### config.mk
export PLATFORM = sky130hd
export DESIGN_NAME = uart_transmitter
export DESIGN_NICKNAME = d
export VERILOG_FILES = /design/src/rtl/uart_transmitter.sv
export SDC_FILE = /design/constraint.sdc
export NUM_CORES = 1
export LEC_CHECK = 0
export CORE_MARGIN = 3
export CORE_UTILIZATION = 40
export DETAILED_ROUTE_END_ITERATION = 6
export MAX_ROUTING_LAYER = met4
export PLACE_DENSITY = 0.61
export SYNTH_ARGS = -nofsm -noshare
export SYNTH_HDL_FRONTEND = slang
export SYNTH_SLANG_ARGS = --single-unit
### constraint.sdc
create_clock -name clk_in -period 3.9 [get_ports clk_in]
set_input_delay 0.585 -clock clk_in [delete_from_list [all_inputs] [get_ports clk_in]]
set_output_delay 0.585 -clock clk_in [all_outputs]
set_load 0.01 [all_outputs]
### src/rtl/uart_transmitter.sv
// UART transmit engine: serialises one parallel word per frame as start, data (LSB first),
// optional parity and stop bit(s), with the bit period derived from a runtime divide factor.
module uart_transmitter #(
    parameter int DATA_BITS  = 8,
    parameter int PARITY_EN  = 0,
    parameter int PARITY_ODD = 0,
    parameter int STOP_BITS  = 1
) (
    input  logic                 clk_in,
    input  logic                 reset,
    input  logic [31:0]          DIV_FACTOR,
    input  logic [DATA_BITS-1:0] tx_data,
    input  logic                 tx_valid,
    output logic                 tx_ready,
    output logic                 tx,
    output logic                 busy,
    output logic                 tx_done,
    output logic [2:0]           o_dbg_state
);

    typedef enum logic [2:0] {
        S_IDLE   = 3'd0,
        S_START  = 3'd1,
        S_DATA   = 3'd2,
        S_PARITY = 3'd3,
        S_STOP   = 3'd4
    } state_t;

    state_t                r_state;
    state_t                w_next_state;

    logic [31:0]           r_period;
    logic [31:0]           r_baud_cnt;
    logic [3:0]            r_bit_cnt;
    logic [DATA_BITS-1:0]  r_shift;
    logic                  r_parity;
    logic                  r_tx;
    logic                  r_tx_done;

    logic                  w_bit_end;
    logic                  w_last_data;
    logic                  w_last_stop;
    logic [31:0]           w_period_in;
    logic                  w_tx_next;
    logic                  w_done_next;

    // Handshake: a word transfers on a rising edge where tx_valid && tx_ready. tx_ready is a
    // pure function of the state (high only in IDLE); the producer holds tx_valid and tx_data
    // until it sees the transfer, and valid while not ready is simply ignored.

    assign w_bit_end   = (r_baud_cnt == r_period - 32'd1);
    assign w_last_data = (r_bit_cnt == 4'(DATA_BITS - 1));
    assign w_last_stop = (r_bit_cnt == 4'(STOP_BITS - 1));
    assign w_period_in = (DIV_FACTOR < 32'd2) ? 32'd2 : DIV_FACTOR;

    always_ff @(posedge clk_in) begin
        if (reset) begin
            r_state <= S_IDLE;
        end else begin
            r_state <= w_next_state;
        end
    end

    always_comb begin
        w_next_state = r_state;
        case (r_state)
            S_IDLE: begin
                if (tx_valid) begin
                    w_next_state = S_START;
                end
            end
            S_START: begin
                if (w_bit_end) begin
                    w_next_state = S_DATA;
                end
            end
            S_DATA: begin
                if (w_bit_end && w_last_data) begin
                    w_next_state = (PARITY_EN != 0) ? S_PARITY : S_STOP;
                end
            end
            S_PARITY: begin
                if (w_bit_end) begin
                    w_next_state = S_STOP;
                end
            end
            S_STOP: begin
                if (w_bit_end && w_last_stop) begin
                    w_next_state = S_IDLE;
                end
            end
            default: w_next_state = S_IDLE;
        endcase
    end

    // Line value for the next bit period; registered below so tx never glitches.
    always_comb begin
        w_tx_next   = r_tx;
        w_done_next = 1'b0;
        case (r_state)
            S_IDLE: begin
                w_tx_next = tx_valid ? 1'b0 : 1'b1;
            end
            S_START: begin
                if (w_bit_end) begin
                    w_tx_next = r_shift[0];
                end
            end
            S_DATA: begin
                if (w_bit_end) begin
                    if (w_last_data) begin
                        w_tx_next = (PARITY_EN != 0) ? r_parity : 1'b1;
                    end else begin
                        w_tx_next = r_shift[1];
                    end
                end
            end
            S_PARITY: begin
                if (w_bit_end) begin
                    w_tx_next = 1'b1;
                end
            end
            S_STOP: begin
                w_tx_next   = 1'b1;
                w_done_next = w_bit_end && w_last_stop;
            end
            default: w_tx_next = 1'b1;
        endcase
    end

    always_comb begin
        tx_ready    = (r_state == S_IDLE);
        busy        = (r_state != S_IDLE);
        tx          = r_tx;
        tx_done     = r_tx_done;
        o_dbg_state = r_state;
    end

    // During DATA, r_shift[0] is the bit currently on the line.
    always_ff @(posedge clk_in) begin
        if (reset) begin
            r_tx       <= 1'b1;
            r_tx_done  <= 1'b0;
            r_baud_cnt <= 32'd0;
            r_bit_cnt  <= 4'd0;
            r_shift    <= '0;
            r_period   <= 32'd2;
            r_parity   <= 1'b0;
        end else begin
            r_tx      <= w_tx_next;
            r_tx_done <= w_done_next;
            if (r_state == S_IDLE) begin
                r_baud_cnt <= 32'd0;
                r_bit_cnt  <= 4'd0;
                if (tx_valid) begin
                    r_shift  <= tx_data;
                    r_period <= w_period_in;
                    r_parity <= (^tx_data) ^ (PARITY_ODD != 0);
                end
            end else if (w_bit_end) begin
                r_baud_cnt <= 32'd0;
                if (r_state == S_DATA && !w_last_data) begin
                    r_bit_cnt <= r_bit_cnt + 4'd1;
                    r_shift   <= r_shift >> 1;
                end else if (r_state == S_STOP && !w_last_stop) begin
                    r_bit_cnt <= r_bit_cnt + 4'd1;
                end else begin
                    r_bit_cnt <= 4'd0;
                end
            end else begin
                r_baud_cnt <= r_baud_cnt + 32'd1;
            end
        end
    end

endmodule

======== Word level (Yosys, flattened, before mapping) ========
Index checks and enable logic that the tools add are counted.
word-level totals
  bits in registers ....................... 81
  input bits .............................. 43
  logic and storage cells ................. 61
cells by class
  add/sub/neg operators ................... 3
  $lt $le $gt $ge ......................... 1
  equality and inequality tests ........... 12
  multiplexer cells ....................... 19
  bitwise operators ....................... 1
  reduce and logical (&&, ||, !) cells .... 18
operators by type and width
  cell                     count
  $add A32 B1 Y32 const B  1
  $eq A32 B32 Y1           1
  $lt A32 B2 Y1 const B    1
  $mux W32                 1
  $mux W8                  4
  $sub A32 B1 Y32 const B  1
  $mux W3                  5
  $pmux W3 S5              1
  $ne A2 B2 Y1 const B     6
  $mux W4                  2
  $eq A3 B2 Y1 const B     2
  $reduce_and A3 Y1        2
  $mux W1                  5
  $reduce_and A5 Y1        1
  $add A4 B1 Y4 const B    1
  $eq A4 B3 Y1 const B     1
  $logic_and A1 B1 Y1      4
  $logic_not A4 Y1         1
  $pmux W1 S4              1
  $reduce_bool A2 Y1       2
  $reduce_or A2 Y1         2
  $eq A3 B1 Y1 const B     1
  $eq A3 B3 Y1 const B     1
  $logic_not A3 Y1         1
  other kinds (5)          6

======== Logic depth before layout (Yosys ltp) ========
Gate-level depths: netlist (run 1).
  depth after elaboration ................. 6
  depth in mapped cells ................... 12

======== Least setup slack after synthesis (run 1) ========
Ideal clock, no wire load.
  path type ............................... flip-flop to flip-flop
  from .................................... register r_period[5]
  to ...................................... register r_state[2] (netlist: o_dbg_state[2])
  library setup time ...................... 0.122 ns
  arrival ................................. 2.744 ns
  required time ........................... 3.778 ns
  setup slack ............................. 1.034 ns
  stages on the path, launching flop included .. 10
  clock period less this slack ............ 2.866 ns
  cell sequence ........................... dfxtp_1 or4_4 nor4_4 and3_1 a21oi_1 or3_1 nor4_4 nand3_2 buf_6 o311a_1
between the ends
  cells in the longest elaborated chain, start to end .. 5
RTL lines
  what                                    line    source
  from (decl)                             32      logic [31:0] r_period;
  from (signal assigned)                  157     r_period <= w_period_in;
  $sub A32 B1 Y32 (*)                     51      assign w_bit_end = (r_baud_cnt == r_period - 32'd1);
  $eq A32 B32 Y1 (*)                      51
  $logic_and A1 B1 Y1 (on tied branches)  88, 78
  $ne A2 B2 Y1 (no line)                  -
  $reduce_and A5 Y1 (no line) (*)         -
  to (signal assigned)                    60      r_state <= w_next_state;
  to (decl)                               29      state_t r_state;
Every way passes the cells marked *; elsewhere a longest branch is shown, timed or not.
A chain may end at the register's enable or synchronous reset.

======== Worst setup path after layout (run 1) ========
  from .................................... register r_period[0]
  to ...................................... register r_baud_cnt[31]
between the ends
  cells in the longest elaborated chain, start to end .. 3
RTL lines
  what                        line  source
  $sub A32 B1 Y32             51
  $eq A32 B32 Y1              51
  $reduce_or A3 Y1 (no line)  -
  to (signal assigned)        171   r_baud_cnt <= r_baud_cnt + 32'd1;
  to (decl)                   33    logic [31:0] r_baud_cnt;
Every way passes these cells.

==> impl_metrics.json, run 1 <==
{
  "n_antenna_cell": 0,
  "drtAntennaViolNets": 0,
  "initial_core_util_pct": 41.3,
  "multi_input_area_sq_um": 2760,
  "dieArea_sq_um": 12700,
  "grt_pass1_wl_mm": 20.2,
  "areaGrowthSynthToFinish_pct": 20.2,
  "crit_type": "flop to flop",
  "rsz0062_at_grt": "no",
  "cts_max_path_buffers": 2,
  "vias": 4249,
  "worst_pin_slew_ns": 0.689,
  "max-vdd-ir-drop_uv": 214,
  "period_needed_ns": 3.55,
  "ctsRootBufferMaster": "clkbuf_16",
  "fin_worst_skew_ns": 0.0102,
  "hold_class": "flop to flop",
  "fin_util_pct": 49.7,
  "htree_levels": 3,
  "cp.arrival_ns": 3.78,
  "grt_pass1_vias": 4043,
  "max_slew_margin_pct": 53.7,
  "stdcell_count": 767,
  "cp_max_fo": 28,
  "clk_latency_ns": 0.35,
  "period_share_pct": 91.1,
  "dp_hpwl_mm": 9.39,
  "ys_types": 56,
  "synth_edf_count": 0,
  "cts.hold.buffers_added": 0,
  "final_cell_mix": "nand2_1 (90), dfxtp_1 (81), nor2_1 (71), clkdlybuf4s50_1 (49), a21oi_1 (44)",
  "setup_violations": 0,
  "mostFrequentLayoutCell": "nand2_1",
  "cts_resized": 0,
  "status": "finished clean",
  "end_kind": "flop",
  "dp.cells": 751,
  "port_buffers": 49,
  "synth_fp_nets": 624,
  "place_area_sq_um": 5160,
  "nNetsFinal": 669,
  "first_iter_violations": 157,
  "grt_overflow": 0,
  "final_hold_viol_count": 0,
  "fmax_mhz": 281,
  "regArea_sq_um": 1620,
  "p_leak_nw": 1.98,
  "yosys_warnings": 0,
  "boundaryPins": 50,
  "hp-start": "tx",
  "start_kind": "flop",
  "setup_tns_ns": 0,
  "fin_area_sq_um": 5460,
  "ys_seq_area_share_pct": 35.7,
  "grt_util_all_layers_pct": 20.5,
  "worstPathRequired_ns": 4.13,
  "post_cts_buffers": 0,
  "fillCellCount": 1046,
  "r2r_start": "r_period[0]",
  "startpoint": "r_period[0]",
  "gp_congestion": 0.926,
  "num_rows": 38,
  "drc": 0,
  "synth_area_sq_um": 4540,
  "synth_ff_type": "dfxtp_1",
  "cap_violations": 0,
  "drtPass1Iterations": 5,
  "antenna_found_initial": 0,
  "fp.dieH_microns": 113,
  "core-area_sq_um": 11000,
  "avgViaCountPerCell": 5.54,
  "drive_gt1_share_pct": 6.22,
  "fp.dieW_microns": 113,
  "postSynthAreaPerCell_sq_um": 7.86,
  "p_per_area_nw_per_um2": 380,
  "path_clk_slew_ns": 0.06,
  "syn_inst": 577,
  "routed_wl_mm": 12.3,
  "async_reset_ff_share_pct": 0,
  "ys_ff_latch": 81,
  "grt_max_degree": 37,
  "wire_per_inst_microns": 16.1,
  "cts.sinks": 81,
  "numCtsBuffers": 9,
  "slew_viol_final": 0,
  "cts_tree": "built"
}
power breakdown:
group,internal [mW],switching [mW]
clock network,0.511,0.319
registers,0.860,0.0433
logic,0.156,0.185
total,1.53,0.547
synthesized netlist by cell type (all sizes together) (2+ instances only):
cell    instances  area (sq um)
nor2b           2          12.5
nor4           15           124
a211oi          2          15.0
o21ai           6          30.0
clkbuf         16          60.1
and2            2          12.5
a31oi          10          62.6
and4            6          52.6
buf             6          42.5
dfxtp          81          1620
a31o            2          17.5
nand4          17           106
xor2           35           307
and3           10          62.6
o21a            2          15.0
or4             4          33.8
nand3          23           120
a21oi          44           220
o211ai          4          30.0
or2             3          18.8
ha              4          50.1
nor2           71           267
or3             6          37.5
mux2i           3          30.0
o22ai           3          18.8
inv            13          48.8
a22oi           2          15.0
nor3           19           100
or4b            2          20.0
o31ai           9          67.6
nor4b           2          23.8
nand3b          3          22.5
nor3b           2          15.0
nand2b          2          12.5
mux2            7          78.8
nand2          90           338
xnor2          39           342
path summary, 6_finish.rpt:
path	cells after the start	slack (ns)	end
hold / removal	2	0.50	tx
hold reg to reg	2	0.50	tx
setup reg to reg	12	0.35	r_baud_cnt[31]
setup / recovery	12	0.35	r_baud_cnt[31]
through the flow:
| stage | hold slack (ns) | power [mW] | worst slack, ns |
|---|---|---|---|
| after floorplan | 0.449 | 1.13 | 1.03 |
| after global routing | 0.503 | 2.17 | 0.0277 |
| after global placement | 0.477 | 1.25 | 0.564 |
| after detailed placement | 0.483 | 1.26 | 0.425 |
| after CTS | 0.498 | 2.09 | 0.380 |
| final | 0.496 | 2.08 | 0.345 |
sequential cells by signal, summed over array words and instances (netlist names):
register     cells
r_baud_cnt      32
r_shift          8
tx               1
r_bit_cnt        4
o_dbg_state      3
tx_done          1
r_period        32
layout make-up:
| cell class | instances | area share [%] |
|---|---|---|
| Sequential cell | 81 | 29.7 |
| Clock buffer | 13 | 4.59 |
| Clock inverter | 3 | 0.734 |
| Multi-Input combinational cell | 460 | 50.6 |
| Inverter | 14 | 0.963 |
| Timing Repair Buffer | 56 | 10.2 |
| Tap cell | 140 | 3.21 |
cells by family after synthesis:
kind of cell,Yosys count,share of synthesized area (%)
AO/OA/AOI/OAI,89,11.8
XOR/XNOR,74,14.3
adder cells (fa/ha/maj),4,1.10
buffers and inverters,36,3.42
flip-flops,81,35.7
multiplexers,10,2.40
AND/OR/NAND/NOR,283,31.2
metal layers:
layer / GRT usage (%) / wire [microns] / up-vias
met1: 26.4 / 5810 / 2012
li1: - / - / 2116
met5: - / 0 / -
met4: 8.49 / 263 / 0
met3: 4.42 / 625 / 20
met2: 31.2 / 5630 / 101
worst max-delay path, cell delays in order, from the launching register on:
cell,delay (ns)
dfxtp_1,0.34
inv_1,0.07
ha_1,0.20
or4b_1,0.52
nor3_2,0.36
nand4b_1,0.21
nor2_1,0.17
xnor2_1,0.12
nor4b_2,0.45
nand3_2,0.31
nand2_1,0.38
buf_12,0.23
nor2_1,0.07
(Power assumes the default switching activity.)
==> inputs of run 2 (changes only) <==
--- a/config.mk
+++ b/config.mk
@@ -8,8 +8,9 @@
 export CORE_MARGIN = 3
 export CORE_UTILIZATION = 40
 export DETAILED_ROUTE_END_ITERATION = 6
+export DONT_BUFFER_PORTS = 1
 export MAX_ROUTING_LAYER = met4
-export PLACE_DENSITY = 0.61
+export PLACE_DENSITY = 0.55
 export SYNTH_ARGS = -nofsm -noshare
 export SYNTH_HDL_FRONTEND = slang
 export SYNTH_SLANG_ARGS = --single-unit
==> constraint.sdc (replaced) <==
create_clock -name clk_in -period 3.9 [get_ports clk_in]
set_input_delay 0.585 -clock clk_in [delete_from_list [all_inputs] [get_ports clk_in]]
set_output_delay 0.585 -clock clk_in [all_outputs]
set_load 0.02 [all_outputs]
==> impl_metrics.json, run 2 (synthesis results as in run 1) <==
{
  "status": "finished clean",
  "fp.dieW_microns": 113,
  "pre_cts_ws_ns": 0.434,
  "fp.dieH_microns": 113,
  "cpMostUsedCell": "nor2_1",
  "slew_viol_final": 0,
  "fmax_mhz": 286,
  "rr_worst_depth": 12,
  "htree_levels": 3,
  "setup_tns_ns": 0,
  "ff2ff_setup_slack_ns": 0.40,
  "cp_max_fo": 31,
  "r2r_start": "r_period[0]",
  "grt_pass1_wl_mm": 19.2,
  "crit_type": "flop to flop",
  "drtAntennaViolNets": 0,
  "vias": 3963,
  "num_rows": 38,
  "dp_hpwl_mm": 8.78,
  "multi_input_area_sq_um": 2770,
  "max_slew_margin_pct": 54.4,
  "reg_top3": "r_baud_cnt x32, r_period x32, r_shift x8",
  "cts.hold.buffers_added": 0,
  "cp_cell_sequence": "inv_1, ha_1, or4b_1, nor3_2, nand4b_1, nor2_1, xnor2_1, nor4b_2, nand3_2, nand2_1, buf_12, nor2_1",
  "rsz0062_at_grt": "no",
  "p_per_area_nw_per_um2": 404,
  "start_kind": "flop",
  "rr_endpoint": "r_baud_cnt[21]",
  "avgViaCountPerCell": 5.54,
  "period_needed_ns": 3.50,
  "cts_resized": 0,
  "grt_pass1_vias": 3772,
  "n_antenna_cell": 0,
  "areaGrowthSynthToFinish_pct": 9.10,
  "ctsRootBufferMaster": "clkbuf_16",
  "hold_class": "input port to flop",
  "cp.arrival_ns": 3.73,
  "dieArea_sq_um": 12700,
  "final_hold_viol_count": 0,
  "wire_per_inst_microns": 16.2,
  "core-area_sq_um": 11000,
  "setup_slack_ns": 0.397,
  "grt_max_degree": 41,
  "hold_ws_ns": 0.304,
  "clk_latency_ns": 0.34,
  "drtPass1Iterations": 4,
  "setup_violations": 0,
  "path_clk_slew_ns": 0.06,
  "cp-endpoint": "r_baud_cnt[21]",
  "slowest_stage": "or4b_1",
  "routed_wl_mm": 11.6,
  "antenna_found_initial": 0,
  "cts.sinks": 81,
  "fin_worst_skew_ns": 0.00529,
  "fillCellCount": 1113,
  "regArea_sq_um": 1620,
  "max_stage_delay_ns": 0.52,
  "grt_util_all_layers_pct": 19.5,
  "startpoint": "r_period[0]",
  "grt_overflow": 0,
  "first_iter_violations": 198,
  "mostFrequentLayoutCell": "nand2_1",
  "drc": 0,
  "period_share_pct": 89.8,
  "drive_gt1_share_pct": 6.96,
  "worst_pin_slew_ns": 0.683,
  "gp_congestion": 0.850,
  "nNetsFinal": 617,
  "boundaryPins": 50,
  "cap_violations": 0,
  "port_buffers": 0,
  "end_kind": "flop",
  "initial_core_util_pct": 41.3,
  "worstPathRequired_ns": 4.13,
  "post_cts_buffers": 0,
  "cts_tree": "built",
  "numCtsBuffers": 9,
  "cts_max_path_buffers": 2,
  "final_cell_mix": "nand2_1 (90), dfxtp_1 (81), nor2_1 (71), a21oi_1 (44), xnor2_1 (39)",
  "p_leak_nw": 1.77,
  "max-vdd-ir-drop_uv": 249
}
run 2: area by class of cell:
| type | instances | share of cell area [%] |
|---|---|---|
| clock inverters | 4 | 0.531 |
| clock buffers | 12 | 5.38 |
| flip-flops and latches | 81 | 32.8 |
| inverters | 14 | 1.06 |
| well taps | 140 | 3.54 |
| repair buffers | 4 | 0.859 |
| multi-input cells | 460 | 55.9 |
run 2: worst min path at each step:
stage | startpoint | to | slack (ns) | depth (start not counted)
after detailed placement | r_period[31] | r_period[31] | 0.47 | 2
after global placement | r_period[31] | r_period[31] | 0.46 | 2
after floorplan | r_period[31] | r_period[31] | 0.45 | 2
after global routing | reset | r_period[13] | 0.29 | 1
final | reset | r_period[13] | 0.30 | 1
after CTS | reset | r_period[14] | 0.29 | 1
run 2: routing by layer:
layer / vias to the layer above / track usage, % / wire, microns
li1: 2013 / - / -
met1: 1849 / 25.0 / 5520
met2: 85 / 29.4 / 5190
met3: 16 / 5.01 / 676
met4: 0 / 7.29 / 221
met5: - / - / 0
run 2: worst max-delay path, delay by kind of cell, from the launching register on:
| family | cells | cell delay, ns |
|---|---|---|
| simple gates | 8 | 2.35 |
| flops | 1 | 0.35 |
| buf+inv | 2 | 0.29 |
| fa+ha+maj | 1 | 0.21 |
| xor+xnor | 1 | 0.14 |
run 2: metrics by stage:
stage	cells	util (%)	instance area [sq um]	total power [mW]
global route	715	45.1	4950	2.09
global placement	699	42.4	4660	1.19
finish	715	45.1	4950	2.00
CTS	715	45.1	4950	2.02
detailed placement	699	42.4	4660	1.20
floorplan	577	-	4540	1.14
run 2: where the power goes:
part	switching, mW	internal (mW)
logic	0.162	0.112
clock network	0.336	0.482
registers	0.0458	0.860
==> inputs of run 3 (changes only) <==
==> constraint.sdc (replaced) <==
create_clock -name clk_in -period 4.19 [get_ports clk_in]
set_input_delay 0.6285 -clock clk_in [delete_from_list [all_inputs] [get_ports clk_in]]
set_output_delay 0.6285 -clock clk_in [all_outputs]
set_load 0.02 [all_outputs]
==> impl_metrics.json, run 3 (synthesis results as in run 1) <==
{
  "drive_gt1_share_pct": 6.78,
  "dieArea_sq_um": 12700,
  "cts.hold.buffers_added": 0,
  "max-vdd-ir-drop_uv": 195,
  "setup_tns_ns": 0,
  "hold_class": "input port to flop",
  "rr_worst_depth": 12,
  "status": "finished clean",
  "core-area_sq_um": 11000,
  "cp.arrival_ns": 3.89,
  "fin_worst_skew_ns": 0.00758,
  "whs_path_depth": 1,
  "port_buffers": 0,
  "grt_max_degree": 41,
  "p_leak_nw": 1.79,
  "final_hold_viol_count": 0,
  "wire_per_inst_microns": 16.1,
  "start_kind": "flop",
  "grt_pass1_vias": 3741,
  "mostFrequentLayoutCell": "nand2_1",
  "cap_violations": 0,
  "period_needed_ns": 3.67,
  "max_slew_margin_pct": 53.7,
  "cts_max_path_buffers": 2,
  "fp.dieH_microns": 113,
  "cts.sinks": 81,
  "p_per_area_nw_per_um2": 401,
  "first_iter_violations": 166,
  "areaGrowthSynthToFinish_pct": 9.98,
  "drtAntennaViolNets": 0,
  "htree_levels": 3,
  "hp-start": "reset",
  "boundaryPins": 50,
  "cp_max_fo": 31,
  "worstPathRequired_ns": 4.41,
  "setup_violations": 0,
  "finalPower_mw": 2.00,
  "fp.dieW_microns": 113,
  "grt_overflow": 0,
  "avgViaCountPerCell": 5.52,
  "cts_tree": "built",
  "fmax_mhz": 273,
  "period_share_pct": 87.5,
  "drtPass1Iterations": 4,
  "ff2ff_setup_slack_ns": 0.52,
  "path_clk_slew_ns": 0.06,
  "rr_endpoint": "r_baud_cnt[21]",
  "antenna_found_initial": 0,
  "vias": 3944,
  "ctsRootBufferMaster": "clkbuf_16",
  "crit_type": "flop to flop",
  "r2r_start": "r_period[0]",
  "worst_pin_slew_ns": 0.692,
  "nNetsFinal": 617,
  "final_cell_mix": "nand2_1 (90), dfxtp_1 (81), nor2_1 (71), a21oi_1 (44), xnor2_1 (39)",
  "grt_pass1_wl_mm": 19.1,
  "dp_hpwl_mm": 8.84,
  "routed_wl_mm": 11.5,
  "slew_viol_final": 0,
  "clk_latency_ns": 0.35,
  "n_antenna_cell": 0,
  "grt_util_all_layers_pct": 19.5,
  "drc": 0,
  "gp_congestion": 0.854,
  "rsz0062_at_grt": "no",
  "holdPathEnd": "r_period[13]",
  "cts_resized": 0,
  "reg_top3": "r_baud_cnt x32, r_period x32, r_shift x8",
  "initial_core_util_pct": 41.3,
  "post_cts_buffers": 0,
  "num_rows": 38,
  "end_kind": "flop",
  "numCtsBuffers": 9
}
-- run 3: final cells by class --
class / count / area (sq um)
Clock inverter: 5 / 103
Inverter: 14 / 52.6
Timing Repair Buffer: 4 / 30.0
Clock buffer: 11 / 243
Fill cell: 1082 / 5990
Multi-Input combinational cell: 460 / 2770
Tap cell: 140 / 175
Sequential cell: 81 / 1620
-- run 3: critical path, cell delays in order, from the launching register on --
cell,delay [ns]
dfxtp_1,0.35
inv_1,0.07
ha_1,0.21
or4b_1,0.52
nor3_2,0.35
nand4b_1,0.22
nor2_1,0.18
xnor2_1,0.14
nor4b_2,0.49
nand3_2,0.31
nand2_1,0.23
buf_4,0.35
nor2_1,0.10
-- run 3: power by group --
part,leakage [nW],switching [mW],total (mW),internal [mW]
clock,0.166,0.311,0.908,0.597
sequential,0.660,0.0424,0.843,0.801
combinational,0.963,0.149,0.251,0.103
-- run 3: routing by layer --
| layer | share of wire [%] | vias up | track usage (%) | wire [microns] |
|---|---|---|---|---|
| met5 | 0 | - | - | 0 |
| met4 | 1.3 | 0 | 6.81 | 152 |
| met3 | 4.6 | 12 | 5.77 | 528 |
| met2 | 45 | 60 | 28.5 | 5140 |
| met1 | 50 | 1858 | 25.8 | 5720 |
| li1 | - | 2014 | - | - |
-- run 3: worst max-delay path by stage --
stage                 from        endpoint  slack (ns)  cells past startpoint
2_1_floorplan  r_period[5]  o_dbg_state[2]        1.32                      9
3_3_place_gp   r_period[0]  r_baud_cnt[28]        0.64                     12
3_5_place_dp   r_period[0]  r_baud_cnt[21]        0.53                     12
4_1_cts        r_period[0]  r_baud_cnt[21]        0.51                     12
5_1_grt        r_period[0]  r_baud_cnt[11]        0.18                     12
6_report       r_period[0]  r_baud_cnt[21]        0.52                     12
-- run 3: metrics by stage --
stage | worst slack (ns) | area [sq um] | utilization, % | instances | hold slack (ns)
final | 0.524 | 4990 | 45.4 | 715 | 0.347
after floorplan | 1.32 | 4540 | - | 577 | 0.449
after global placement | 0.639 | 4640 | 42.3 | 699 | 0.457
after detailed placement | 0.528 | 4640 | 42.3 | 699 | 0.461
after CTS | 0.507 | 4990 | 45.4 | 715 | 0.336
after global routing | 0.177 | 4990 | 45.4 | 715 | 0.334
